$ cat src/rtl/vram_write_arbiter.sv
// Two-requester round-robin arbiter feeding the even/odd scanline VRAM banks.
// State | meaning:  IDLE | no line in progress, all requests held off;  ACTIVE | render line open, arbitrating writes.
module vram_write_arbiter #(
    parameter int ADDR_WIDTH  = 10,
    parameter int DATA_WIDTH  = 8,
    parameter int LINE_PIXELS = 800,
    parameter int CNT_WIDTH   = $clog2(LINE_PIXELS + 1)
) (
    input  logic                  clk,
    input  logic                  rst_n,
    input  logic                  line_start,
    input  logic                  render_odd,
    input  logic                  req0_valid,
    output logic                  req0_ready,
    input  logic [ADDR_WIDTH-1:0] req0_addr,
    input  logic [DATA_WIDTH-1:0] req0_data,
    input  logic                  req1_valid,
    output logic                  req1_ready,
    input  logic [ADDR_WIDTH-1:0] req1_addr,
    input  logic [DATA_WIDTH-1:0] req1_data,
    output logic                  vram_even_we,
    output logic [ADDR_WIDTH-1:0] vram_even_addr,
    output logic [DATA_WIDTH-1:0] vram_even_d,
    output logic                  vram_odd_we,
    output logic [ADDR_WIDTH-1:0] vram_odd_addr,
    output logic [DATA_WIDTH-1:0] vram_odd_d,
    output logic [CNT_WIDTH-1:0]  write_count,
    output logic                  underrun,
    output logic                  addr_err
);

    typedef enum logic {IDLE, ACTIVE} state_t;

    localparam logic [CNT_WIDTH-1:0] CNT_MAX = '1;

    state_t                state, state_nxt;
    logic                  bank;
    logic                  rr_last;
    logic                  grant0, grant1;
    logic                  xfer;
    logic                  in_range;
    logic [ADDR_WIDTH-1:0] xfer_addr;
    logic [DATA_WIDTH-1:0] xfer_data;

    always_ff @(posedge clk or negedge rst_n) begin
        if (!rst_n) state <= IDLE;
        else        state <= state_nxt;
    end

    // rr_last=1 means req1 was granted last, so req0 wins a tie.
    always_comb begin
        state_nxt = state;
        grant0    = 1'b0;
        grant1    = 1'b0;
        case (state)
            IDLE: begin
                if (line_start) state_nxt = ACTIVE;
            end
            ACTIVE: begin
                if (!line_start) begin
                    if (req0_valid && req1_valid) begin
                        grant0 = rr_last;
                        grant1 = !rr_last;
                    end else begin
                        grant0 = req0_valid;
                        grant1 = req1_valid;
                    end
                end
            end
            default: state_nxt = IDLE;
        endcase
    end

    assign req0_ready = grant0;
    assign req1_ready = grant1;
    assign xfer       = grant0 || grant1;
    assign xfer_addr  = grant1 ? req1_addr : req0_addr;
    assign xfer_data  = grant1 ? req1_data : req0_data;
    assign in_range   = int'(xfer_addr) < LINE_PIXELS;

    // Transfers never coincide with line_start, so the count clear and increment cannot collide.
    always_ff @(posedge clk or negedge rst_n) begin
        if (!rst_n) begin
            bank           <= 1'b0;
            rr_last        <= 1'b1;
            vram_even_we   <= 1'b0;
            vram_even_addr <= '0;
            vram_even_d    <= '0;
            vram_odd_we    <= 1'b0;
            vram_odd_addr  <= '0;
            vram_odd_d     <= '0;
            write_count    <= '0;
            underrun       <= 1'b0;
            addr_err       <= 1'b0;
        end else begin
            vram_even_we <= 1'b0;
            vram_odd_we  <= 1'b0;
            underrun     <= 1'b0;
            if (line_start) begin
                bank        <= render_odd;
                write_count <= '0;
                underrun    <= (state == ACTIVE) && (int'(write_count) < LINE_PIXELS);
            end
            if (xfer) begin
                rr_last <= grant1;
                if (in_range) begin
                    if (bank) begin
                        vram_odd_we   <= 1'b1;
                        vram_odd_addr <= xfer_addr;
                        vram_odd_d    <= xfer_data;
                    end else begin
                        vram_even_we   <= 1'b1;
                        vram_even_addr <= xfer_addr;
                        vram_even_d    <= xfer_data;
                    end
                    if (write_count != CNT_MAX) write_count <= write_count + 1'b1;
                end else begin
                    addr_err <= 1'b1;
                end
            end
        end
    end

endmodule

$ cat config.mk
export PLATFORM = sky130hd
export DESIGN_NAME = vram_write_arbiter
export DESIGN_NICKNAME = d
export VERILOG_FILES = /design/src/rtl/vram_write_arbiter.sv
export SDC_FILE = /design/constraint.sdc
export NUM_CORES = 1
export LEC_CHECK = 0
export CAP_MARGIN = 10
export CORE_ASPECT_RATIO = 1.1
export CORE_UTILIZATION = 56
export CTS_CLUSTER_DIAMETER = 200
export DETAILED_ROUTE_END_ITERATION = 16
export DONT_BUFFER_PORTS = 1
export GPL_TIMING_DRIVEN = 0
export PLACE_DENSITY = 0.74
export SLEW_MARGIN = 40
export SYNTH_ARGS = -nofsm -noshare
export SYNTH_HDL_FRONTEND = slang
export SYNTH_SLANG_ARGS = --single-unit
$ cat constraint.sdc
create_clock -name clk -period 1.5 [get_ports clk]
set_input_delay 0.3 -clock clk [delete_from_list [all_inputs] [get_ports clk]]
set_output_delay 0.3 -clock clk [all_outputs]
set_load 0.02 [all_outputs]
# [After elaboration in Yosys (flattened, before gate mapping)]
# Index checks and enable logic that the tools add are counted.
[word_totals] ff_bits=53 latch_bits=0 ram_bits=0 rom_bits=0 input_bits=42 output_inout_bits=52 elab_cells=46 mem_count=0
[classes] addsub=1 multipliers=0 n_div=0 magnitude_cmp=2 eq_ne=1 shifts=0 muxes=21 bitwise=2 n_reduce_logical=7
[op_table] operator="10-bit 2-to-1 mux" count=5
[op_table] operator="10-bit less-than comparator (second input constant)" count=2
[op_table] operator="1-bit 2-to-1 mux" count=15
[op_table] operator="10-bit by 1-bit adder with 10-bit output (second input constant)" count=1
[op_table] operator="10-bit != test (second input constant)" count=1
[op_table] operator="8-bit 2-to-1 mux" count=1
[op_table] operator="3-bit AND reduction" count=2
[op_table] operator="1-bit logical AND" count=2
[op_table] operator="1-bit NOT" count=2
[op_table] operator="2-bit AND reduction" count=1
[op_table] operator="1-bit zero test" count=1
[op_table] operator="1-bit logical OR" count=1

# [Logic depth before layout (Yosys ltp)]
[logic_depth] depth_word=8 depth_mapped=6 depth_no_buf=6

# [Worst setup path after synthesis]
# Ideal clock, no wire load.
[synth_timing] kind="register to register" start="register write_count[0]" end="register write_count[5]" setup_time_ns=0.126 arrival_time_ns=1.734 t_required_ns=1.374 slack_ns=-0.360 stages_incl_launch_ff=7 n_path_buf=0 synth_period_minus_slack_ns=1.860 path_cell_list="dfrtp_1 > ha_1 > nand3_1 > or2_2 > nor2_1 > nor2_1 > a221o_1"
[synth_via] elab_chain_cells=4 elab_cells_between_ends=5 cone_classes="add/sub (1); eq/ne (1); mux (3)"
[synth_lines] element="from (decl)" line_no="27" source="output logic [CNT_WIDTH-1:0] write_count,"
[synth_lines] element="from (signal assigned)" line_no="116" source="if (write_count != CNT_MAX) write_count <= write_count + 1'b1;"
[synth_lines] element="10-bit by 1-bit adder with 10-bit output / 10-bit != test (equally long branches)" line_no="116"
[synth_lines] element="10-bit 2-to-1 mux *" line_no="116"
[synth_lines] element="10-bit 2-to-1 mux *" line_no="106" source="if (in_range) begin"
[synth_lines] element="10-bit 2-to-1 mux *" line_no="104" source="if (xfer) begin"
# Mark *: on every way between the ends. The rest lies on a longest branch, timed or not.
# A chain may end at the register's enable or synchronous reset.

# [Worst setup path after layout]
[layout_timing] start="register state" end="register write_count[6]"
[layout_via] elab_chain_cells=5 elab_cells_between_ends=7 cone_classes="order compare (1); mux (5); reduce/logical (1)"
[layout_lines] element="from (decl)" line_no="36" source="state_t state, state_nxt;"
[layout_lines] element="from (signal assigned)" line_no="47" source="else state <= state_nxt;"
[layout_lines] element="1-bit 2-to-1 mux" line_no="55" source="case (state)"
[layout_lines] element="10-bit 2-to-1 mux" line_no="77" source="assign xfer_addr = grant1 ? req1_addr : req0_addr;"
[layout_lines] element="10-bit less-than comparator" line_no="79" source="assign in_range = int'(xfer_addr) < LINE_PIXELS;"
[layout_lines] element="10-bit 2-to-1 mux" line_no="106"
[layout_lines] element="10-bit 2-to-1 mux *" line_no="104"
# Marked as above.

==> reports/metrics.cfg <==
[routing]
met1Wirelength_mm = 2.60
first_pass_iters = 5
vias = 2086
wire_per_inst_um = 24.7
drt-total-wl_mm = 7.70
vias_per_cell = 6.71
routed-wl-met2_mm = 4.04
dr_wl_met3_um = 755
route.antenna.remaining_nets = 0
dr.max_layer_used = met4
drc = 0
drtIter0Drc = 141

[worst_setup_path]
crit_arrival_ns = 1.99
cp_num_buf_inv = 1
cpMaxStageDelayCell = nor3b_4
cp_cell_sequence = nand3b_1, nor3b_4, nor3_4, buf_6, and3_4, a221o_1
required_ns = 1.69
crit_path_end_kind = flop
startpoint_type = flop
max_stage_delay_ns = 0.40
crit_fanout = 4
cpLargestDelayFamily = simple AND/OR/NAND/NOR gates
crit_type = reg2reg

[synthesis]
synthCells = 230
synth-compound-area-share_pct = 15.9
ys.flop_type = dfrtp_1
synthXorXnorAreaFrac_pct = 0.713
synth.area.mux_share_pct = 8.25
synth_edf_count = 0
syn_avg_cell_area_sq_um = 10.7
syn-num-nets = 273
synthSimpleGateAreaFrac_pct = 17.4
synth_top_family_by_area = simple AND/OR/NAND/NOR gates
synth_cell_types = 41
yosysWarnings = 0
synthesis.area_sq_mm = 0.00246
synth_seq_area_share_pct = 54.0
synthAdderAreaFrac_pct = 0.509
ys_async_sr_fraction_pct = 100
ys_seq_elements = 53

[grt]
grt_overflow = 0
grt_max_degree = 54
grt_usage_pct = 34.0
grt_pass1_vias = 2133
grt_pass1_wl_mm = 11.4
antenna_found_initial = 0

[floorplan]
die_width_um = 65.1
die_area_sq_mm = 0.00466
die_h_um = 71.5
ioPinCount = 94
rows = 24
core-area_sq_mm = 0.00408
start_util_pct = 60.1

[finish]
final_common_cell = dfrtp_1
fin_cells = 311
final_cell_mix = dfrtp_1, o21ai_1, a21oi_2
nFillCells = 184
nets = 301
area_growth_pct = 39.1
fin_area_sq_mm = 0.00342
finalCoreUtilization_pct = 83.6
drive_above_1_share_pct = 49.8
diodes = 0

[sta]
holdWs_ns = -0.335
post-route-min-period_ns = 1.80
rsz0062_at_grt = true
finalCritPeriodShare_pct = 120
tightest_slew_ns = 0.395
max_slew_margin_pct = 73.7
clock_skew_ns = 0.00737
worst_slack_ns = -0.304
drv_slew = 0
setup_viol = 50
fmax_mhz = 554
final_hold_viol_count = 53

[power]
peakVddDrop_v = 0.000946
power_density_mw_per_mm2 = 1270
leakagePower_nw = 1.37
fin_total_pwr_mw = 4.35

[cts]
htree_levels = 2
cts_made_buffers = 5
clk_pin_slew_ns = 0.09
clkSinkCount = 53
tritoncts = done
cts-root-buf = clkbuf_8
clockBufferDepth = 2
clkLatencyLatePin_ns = 0.32

[placed_design]
place.gp.congestion = 0.774
dp_cells = 282
place_hpwl_mm = 4.01
io_buffer_count = 0
postPlaceCellArea_sq_mm = 0.00259
dpl_worst_slack_ns = -0.421

[min_path]
hold_path.class = in2async

[run_status]
failed_checks = hold timing, setup timing
run_status = complete, but fails checks

[flow_run]
max_cap_violations = 0

layer usage:
| metal | global-route usage [%] | vias up |
|---|---|---|
| li1 | - | 867 |
| met1 | 36.7 | 1057 |
| met2 | 58.9 | 134 |
| met3 | 12.1 | 28 |
| met4 | 16.2 | 0 |
| met5 | 0 | - |
worst paths after layout:
kind	to	startpoint	slack, ns	cells after the start
worst max-delay path	write_count[6]	state	-0.30	6
worst min-delay path	vram_odd_d[5]	rst_n	-0.33	0
worst max register to register	write_count[6]	state	-0.30	6
worst min register to register	rr_last	rr_last	0.56	2
max in group asynchronous	rr_last	rst_n	1.64	0
min in group clk	state	line_start	0.09	1
what timing repair did:
| action | 4_1_cts | 5_1_grt |
|---|---|---|
| setup endpoints to repair | 50 | 50 |
| endpoints found under the hold margin | 53 | 53 |
| buffers inserted | 18 | 1 |
| gates resized for setup | 113 | 20 |
| pin swaps | 10 | 11 |
| cloned | 3 | 0 |
synthesized netlist by cell type (all sizes together), types with 3 or more instances:
cell / n / area [sq um]
a21oi: 22 / 155
a221o: 3 / 30.0
and2: 3 / 18.8
buf: 5 / 48.8
clkbuf: 3 / 11.3
dfrtp: 52 / 1300
inv: 5 / 18.8
mux2i: 18 / 180
nand2: 27 / 101
nand3: 6 / 30.0
nand4: 3 / 18.8
nor2: 23 / 86.3
nor3: 5 / 36.3
nor4: 3 / 33.8
o21ai: 24 / 124
or2: 4 / 25.0
report_power, final:
part	switching, mW	total (mW)	internal, mW
Combinational	0.442	0.882	0.441
Sequential	0.618	2.32	1.71
Clock	0.476	1.14	0.663
Total	1.54	4.35	2.81
registers in the layout, indices dropped and copies added (netlist names):
register,flops
addr_err,1
bank,1
rr_last,1
state,1
underrun,1
vram_even_addr,10
vram_even_d,8
vram_even_we,1
vram_odd_addr,10
vram_odd_d,8
vram_odd_we,1
write_count,10
kinds of logic after synthesis:
group,Yosys count
compound gates,58
flops,53
xor+xnor,2
simple gates,83
buf+inv,13
fa+ha+maj,1
mux,20
per-stage QoR:
| stage | setup TNS [ns] | hold slack (ns) |
|---|---|---|
| floorplan | -3.43 | 0.00441 |
| global placement | -14.15 | 0.00545 |
| detailed placement | -16.36 | 0.00537 |
| CTS | -5.94 | -0.326 |
| global route | -13.97 | -0.350 |
| finish | -10.10 | -0.335 |
area by class of cell:
class / count / area (sq um) / area share (%)
Sequential cell: 53 / 1340 / 39.1
Tap cell: 52 / 65.1 / 1.90
Clock buffer: 5 / 68.8 / 2.01
Multi-Input combinational cell: 164 / 1450 / 42.4
Inverter: 5 / 22.5 / 0.659
Buffer: 7 / 135 / 3.96
Timing Repair Buffer: 22 / 274 / 8.02
Clock inverter: 3 / 65.1 / 1.90
No activity file was read; power rests on OpenSTA's default activity.
